**src/rtl/alu_z_result_stage_pkg.sv**
```systemverilog
// rtl/alu_z_result_stage_pkg.sv - shared state encoding and constants for ALU result stages
package alu_z_result_stage_pkg;

  localparam int DATA_W  = 32;
  localparam int MAX_LAT = 32;
  localparam int CNT_W   = 6;

  // Bit positions inside the two-bit consumed-flag vector
  localparam int CONS_LOW  = 0;
  localparam int CONS_HIGH = 1;

  typedef enum logic [1:0] {
    IDLE = 2'd0,
    BUSY = 2'd1,
    FULL = 2'd2
  } z_state_t;

endpackage

```
**src/rtl/alu_z_result_stage_latency.sv**
```systemverilog
// rtl/alu_z_result_stage_latency.sv - saturating load/decrement latency counter
module alu_latency_counter #(
  parameter int CNT_W   = 6,
  parameter int MAX_LAT = 32
) (
  input  logic             clock,
  input  logic             clear,
  input  logic             load,
  input  logic [CNT_W-1:0] latency,
  output logic             lat_zero,
  output logic             last_cycle
);

  localparam logic [CNT_W-1:0] MAX_CNT = CNT_W'(MAX_LAT);

  logic [CNT_W-1:0] count;
  logic [CNT_W-1:0] eff_latency;

  assign eff_latency = (latency > MAX_CNT) ? MAX_CNT : latency;
  assign lat_zero    = (eff_latency == '0);
  assign last_cycle  = (count == CNT_W'(1));

  always_ff @(posedge clock or posedge clear) begin
    if (clear) begin
      count <= '0;
    end else if (load) begin
      count <= eff_latency;
    end else if (count != '0) begin
      count <= count - CNT_W'(1);
    end
  end

endmodule

```
**src/rtl/alu_z_result_stage.sv**
```systemverilog
// rtl/alu_z_result_stage.sv - holds ALU Z results until the bus has consumed the needed halves
module alu_z_result_stage
  import alu_z_result_stage_pkg::*;
#(
  parameter int DATA_W  = alu_z_result_stage_pkg::DATA_W,
  parameter int MAX_LAT = alu_z_result_stage_pkg::MAX_LAT,
  parameter int CNT_W   = alu_z_result_stage_pkg::CNT_W
) (
  input  logic                clock,
  input  logic                clear,
  input  logic                start,
  input  logic [CNT_W-1:0]    op_latency,
  input  logic                op_wide,
  input  logic [2*DATA_W-1:0] alu_result,
  input  logic                read_high,
  input  logic                read_low,
  output logic [DATA_W-1:0]   z_high,
  output logic [DATA_W-1:0]   z_low,
  output logic [DATA_W-1:0]   z_bus_out,
  output logic                z_valid,
  output logic                busy,
  output logic                overrun
);

  z_state_t   state, state_n;
  logic [1:0] consumed, consumed_n;
  logic       wide;
  logic       load;
  logic       capture;
  logic       cap_wide;
  logic       overrun_set;
  logic       lat_zero;
  logic       last_cycle;

  alu_latency_counter #(
    .CNT_W   (CNT_W),
    .MAX_LAT (MAX_LAT)
  ) u_latency (
    .clock      (clock),
    .clear      (clear),
    .load       (load),
    .latency    (op_latency),
    .lat_zero   (lat_zero),
    .last_cycle (last_cycle)
  );

  always_comb begin
    state_n     = state;
    consumed_n  = consumed;
    load        = 1'b0;
    capture     = 1'b0;
    cap_wide    = wide;
    overrun_set = 1'b0;
    case (state)
      BUSY: begin
        if (start) overrun_set = 1'b1;
        if (last_cycle) begin
          capture = 1'b1;
          state_n = FULL;
        end
      end
      IDLE, FULL: begin
        if (start) begin
          load = 1'b1;
          if (state == FULL) overrun_set = 1'b1;
          if (lat_zero) begin
            capture  = 1'b1;
            cap_wide = op_wide;
            state_n  = FULL;
          end else begin
            state_n = BUSY;
          end
        end else if (state == FULL) begin
          // Both strobes together consume only the high half
          if (read_high)     consumed_n[CONS_HIGH] = 1'b1;
          else if (read_low) consumed_n[CONS_LOW]  = 1'b1;
          if (&consumed_n) state_n = IDLE;
        end
      end
      default: state_n = IDLE;
    endcase
    if (capture) begin
      consumed_n[CONS_HIGH] = ~cap_wide;
      consumed_n[CONS_LOW]  = 1'b0;
    end
  end

  always_ff @(posedge clock or posedge clear) begin
    if (clear) begin
      state    <= IDLE;
      consumed <= '0;
      wide     <= 1'b0;
      z_high   <= '0;
      z_low    <= '0;
      overrun  <= 1'b0;
    end else begin
      state    <= state_n;
      consumed <= consumed_n;
      if (load) wide <= op_wide;
      if (capture) begin
        z_high <= alu_result[2*DATA_W-1:DATA_W];
        z_low  <= alu_result[DATA_W-1:0];
      end
      if (overrun_set) overrun <= 1'b1;
    end
  end

  assign z_valid   = (state == FULL);
  assign busy      = (state == BUSY);
  assign z_bus_out = read_high ? z_high : (read_low ? z_low : '0);

endmodule

```
**config.mk**
```make
export PLATFORM = sky130hd
export DESIGN_NAME = alu_z_result_stage
export DESIGN_NICKNAME = d
export VERILOG_FILES = /design/src/rtl/alu_z_result_stage_pkg.sv /design/src/rtl/alu_z_result_stage_latency.sv /design/src/rtl/alu_z_result_stage.sv
export SDC_FILE = /design/constraint.sdc
export NUM_CORES = 1
export LEC_CHECK = 0
export CAP_MARGIN = 15
export CORE_MARGIN = 8
export CORE_UTILIZATION = 30
export CTS_CLUSTER_DIAMETER = 80
export DETAILED_ROUTE_END_ITERATION = 12
export GPL_TIMING_DRIVEN = 0
export HOLD_SLACK_MARGIN = 0.12
export PLACE_DENSITY = 0.66
export SLEW_MARGIN = 30
export SYNTH_ARGS = -nofsm -noshare
export SYNTH_HDL_FRONTEND = slang
export SYNTH_SLANG_ARGS = --single-unit
```
**constraint.sdc**
```tcl
create_clock -name clock -period 2.5 [get_ports clock]
set_clock_uncertainty 0.1 [all_clocks]
set_input_delay 0.25 -clock clock [delete_from_list [all_inputs] [get_ports clock]]
set_output_delay 0.25 -clock clock [all_outputs]
set_load 0.05 [all_outputs]
```
* After elaboration in Yosys (flattened, before gate mapping)
Cells that the tools add are included.
** Cells by class
- Add/sub/neg operators :: 1
- $lt $le $gt $ge :: 1
- Equality and inequality tests :: 7
- Muxes and demuxes :: 36
- Bitwise logic cells :: 1
- Reductions and logical operators :: 10
** Operators with widths (number)
- $mux 32 :: 2
- $mux 1 :: 19
- $mux 2 :: 9
- $mux 6 :: 3
- $eq 6x1->1 const B :: 1
- $gt 6x6->1 const B :: 1
- $logic_not 6->1 :: 1
- $ne 3x3->1 const B :: 2
- $reduce_and 3->1 :: 2
- $reduce_bool 2->1 :: 3
- $reduce_bool 6->1 :: 1
- $sub 6x1->6 const B :: 1
- $ne 2x1->1 const B :: 2
- $pmux 1 s2 :: 2
- $pmux 2 s2 :: 1
- $eq 2x1->1 const B :: 1
- $eq 2x2->1 const B :: 1
- $logic_not 2->1 :: 1
- $reduce_and 2->1 :: 1
- $reduce_or 2->1 :: 1
- $not 1->1 :: 1
** Storage, ports and cells
- Bits in registers :: 76
- Input port bits :: 76
- Output and inout bits :: 99
- Logic and storage cells :: 63

* Depth between registers and ports, before layout
- Depth after elaboration :: 10
- Gate-level depth with buffers :: 7

* Cells and area by module
From an unflattened synthesis, not the netlist that was laid out.
** Second synthesis, totals
- Cell total of the unflattened synthesis :: 283
- Area, all modules :: 3588.4 um^2
** By module, submodules not included
- alu_z_result_stage :: times used 1, cells each 239, area an instance 3169.3 um^2, seq. area each 1751.7 um^2
- alu_latency_counter :: times used 1, cells each 44, area an instance 419.2 um^2, seq. area each 150.1 um^2

* Worst setup path after synthesis
Ideal clock, no wire load.
- Path type :: input to register
- Start :: input port op_latency[0]
- End :: register z_low[16]
- Setup time :: 0.127 ns
- Arrival :: 1.976 ns
- Setup slack :: 0.297 ns
- Stages on the path :: 6
- Buffers on the path :: 2
- Cell sequence :: or4_4 or4_4 o21ai_4 buf_8 buf_8 mux2_1
** On the way
- Word-level cells in the longest chain between the ends :: 6
** RTL lines
- start: declaration :: RTL line alu_z_result_stage.sv:12 : input logic [CNT_W-1:0] op_latency,
- $gt 6x6->1 :: RTL line alu_z_result_stage_latency.sv:19 : assign eff_latency = (latency > MAX_CNT) ? MAX_CNT : latency;
- $mux 6 (*) :: RTL line alu_z_result_stage_latency.sv:19
- $logic_not 6->1 (*) :: RTL line alu_z_result_stage_latency.sv:20 : assign lat_zero = (eff_latency == '0);
- $mux 1 (*) :: RTL line alu_z_result_stage.sv:66 : if (lat_zero) begin
- $mux 1 (*) :: RTL line alu_z_result_stage.sv:63 : if (start) begin
- $pmux 1 s2 (*) :: RTL line alu_z_result_stage.sv:54 : case (state)
- end signal: assignment :: RTL line alu_z_result_stage.sv:102 : z_low <= alu_result[DATA_W-1:0];
- end: declaration :: RTL line alu_z_result_stage.sv:18 : output logic [DATA_W-1:0] z_low,
Every way passes the cells marked *; elsewhere a longest branch is shown, timed or not.
A chain may end at the register's enable or synchronous reset.

* Worst setup path after layout
- Start :: input port op_latency[0]
- End :: register z_low[18]
Same word-level chain as after synthesis.

==> results.yml <==
setup_path:
  worstSetupPathType: "in -> reg"
  timing.rr.end: "z_low[18]$_DFFE_PP0P_"
  path_buf_inv: 3
  crit_family: "simple AND/OR/NAND/NOR gates"
  ff2ff_path_depth: 7
  crit_chain: "clkdlybuf4s50_1 > or4_4 > or4_4 > o21ai_4 > buf_12 > buf_8 > mux2_1"
  cp_max_fo: 10
  timing.rr.start: "state[0]$_DFFE_PP0P_"
  arrival_ns: 2.54
  r2r_setup_slack_ns: 0.29
  cp_data_required_time_ns: 2.60
  cp-start-kind: "input pin"
  cp_slowest_cell: "or4_4"
  setup.worst_path.end_class: "flip-flop"
  crit_path_frequent_cell: "or4_4"
  slowest_delay_ns: 0.56
global_routing:
  grt_start_max_net_pins: 47
  grt_first_pass_wirelength_um: 18000
  grt-ovfl-total: 0
  antenna_found_initial: 0
  grt_pass1_vias: 3108
  grt_usage_pct: 14.5
timing:
  fin_crit_ns: 2.43
  timing.final.crit_share_pct: 97.3
  finalWorstSetupSlack_ns: 0.0668
  drv_slew: 0
  tightest_slew_ns: 0.561
  rsz0062_at_grt: "no"
  tns_ns: 0
  maxSlewHeadroom_pct: 62.6
  setup_viol: 0
  hold_violations: 0
  fmax_ghz: 0.411
  hold_slack_ns: 0.180
synth:
  synth.area.mux_share_pct: 23.4
  synth_compound_area_share_pct: 9.17
  synth_nets: 355
  synth_fa_ha_area_share_pct: 0.708
  synth_top_family_by_area: "multiplexers"
  synth-xor-area-share_pct: 0.743
  ys_seq_area_share_pct: 53.8
  yosysWarnings: 0
  synth_cell_types: 31
  synth_area_per_cell_um2: 12.8
  synth_area_um2: 3530
  synth-seq-cells: 76
  synth-simple-area-share_pct: 8.04
  synth_cells: 277
finish:
  utilization_pct: 49.9
  drive_gt1_share_pct: 23.9
  fill_cells: 1077
  finalInstanceArea_um2: 5720
  antennaDiodeCount: 0
  syn2layout_area_growth_pct: 61.8
  fin_cells: 611
  fin_nets: 541
drt:
  drtPass1Iterations: 4
  vias: 2889
  drt-initial-drc-count: 112
  final_antenna_net_count: 0
  routed_wl_um: 11300
  wire_per_inst_um: 18.4
  vias_per_cell: 4.73
  drc: 0
clock_tree:
  path_clk_slew_ns: 0.06
  clockRootBuffer: "clkbuf_16"
  cts.sinks: 76
  cts_max_path_buffers: 2
  cts-buffers-inserted: 9
  htree_num_levels: 3
  insertion_delay_ns: 0.32
  tritoncts: "yes"
floorplanning:
  fp-row-count: 39
  die_x_um: 125
  die-area_um2: 15500
  io_pins: 175
  core-area_um2: 11500
  fp.dieH_um: 125
  start_util_pct: 30.8
pwr:
  power.density_nw_per_um2: 1580
  leakage_nw: 2.43
  p_total_mw: 9.05
  ir_drop_v: 0.000918
placement:
  io_buffers: 174
  placed_cell_area_um2: 5490
  globalplace.congestion: 0.821
  dp_hpwl_um: 8750
  dp_slack_ns: -0.937
  place_inst: 595
job:
  drv_cap: 0
run_status:
  status: "complete, no violations"
min_path:
  hp-class: "in -> async"
-- sequential cells by signal, indices dropped and copies added, names as in the netlist --
| register | count |
|---|---|
| state | 2 |
| z_low | 32 |
| z_high | 32 |
| wide | 1 |
| u_latency.count | 6 |
| overrun | 1 |
| consumed | 2 |
-- where the power goes --
group          switching [mW]  total, mW  internal, mW
clock                   0.502       1.17         0.670
sequential              0.511       2.37          1.85
combinational            3.50       5.52          2.01
-- worst reg2reg max path: stages (launching register included) --
cell and delay, ns:
dfrtp_1 0.40, nand2b_1 0.15, clkbuf_1 0.18, or4_4 0.48
o21ai_4 0.12, buf_12 0.18, buf_8 0.16, mux2_1 0.32
-- layout make-up --
class                   instances  area, µm²  share of cell area, %
flip-flops and latches         76       1900                   33.3
repair buffers                175       1720                   30.0
multi-input cells             180       1490                   26.0
clock buffers                  10        229                   4.00
well taps                     143        179                   3.13
plain buffers                  16        143                   2.49
clock inverters                 6       41.3                  0.722
inverters                       5       21.3                  0.372
-- synthesized netlist by cell type, drive strengths merged --
library cell,instances,area share [%]
nand3b,2,0.42
nand3,3,0.42
or2,1,0.18
mux2,66,23
or4,2,0.64
nor2,4,0.42
nand2,36,3.8
o22ai,2,0.35
a21o,2,0.42
a31oi,1,0.18
dfrtp,76,54
buf,8,2.7
o21ai,22,3.4
ha,2,0.71
nor2b,4,0.71
nor3,3,0.42
inv,5,0.53
clkbuf,8,0.85
or4b,1,0.28
a22o,17,4.2
xor2,1,0.25
xnor2,2,0.50
mux2i,1,0.28
nand2b,4,0.71
a21oi,4,0.57
-- per-layer routing --
| layer | share of wire [%] | routed length (µm) | vias to the layer above | global-route usage, % |
|---|---|---|---|---|
| met5 | 0 | 0 | - | 0 |
| met4 | 0.79 | 89 | 0 | 3.61 |
| met3 | 12 | 1320 | 10 | 7.66 |
| met2 | 46 | 5170 | 126 | 23.1 |
| met1 | 42 | 4690 | 1398 | 16.7 |
| li1 | - | - | 1355 | - |
-- layout by cell type, fill, tap and decap left out, drive strengths merged --
master         Yosys  routed
o21ai             22      22
clkbuf             8      27
nand2b             4       4
clkinvlp           0       3
clkdlybuf4s50      0     141
clkinv             0       3
clkdlybuf4s15      0       8
xnor2              2       2
dlygate4sd2        0      13
or4                2       2
nand3              3       3
or4b               1       1
mux2i              1       1
a31oi              1       1
or2                1       1
ha                 2       2
dfrtp             76      76
nor3               3       3
inv                5       5
nand2             36      36
nand3b             2       2
xor2               1       1
a21o               2       2
buf                8      10
a22o              17      17
nor2b              4       4
clkdlybuf4s18      0       1
mux2              66      66
nor2               4       4
a21oi              4       4
dlymetal6s2s       0       1
o22ai              2       2
-- how the worst max path moves through the flow --
stage | end | start | cells after the start
after floorplan | consumed[0]$_DFFE_PP0P_ | clear | 1
after global placement | z_high[23]$_DFFE_PP0P_ | clear | 2
after detailed placement | z_bus_out[8] | read_low | 6
after CTS | z_bus_out[28] | read_high | 6
after global routing | z_low[16]$_DFFE_PP0P_ | op_latency[0] | 7
final | z_low[18]$_DFFE_PP0P_ | op_latency[0] | 7
-- kinds of logic after synthesis --
| kind of cell | after synthesis |
|---|---|
| buffers and inverters | 21 |
| flip-flops | 76 |
| AND/OR/NAND/NOR | 60 |
| multiplexers | 67 |
| adder cells (fa/ha/maj) | 2 |
| XOR/XNOR | 3 |
| AO/OA/AOI/OAI | 48 |
-- what timing repair did --
action / in CTS / in global routing
hold buffers: 0 / 0
buffers inserted: 0 / 0
setup endpoints to repair: 32 / 21
gates resized for setup: 60 / 32
Note: power is estimated with default switching activity, not from simulation.
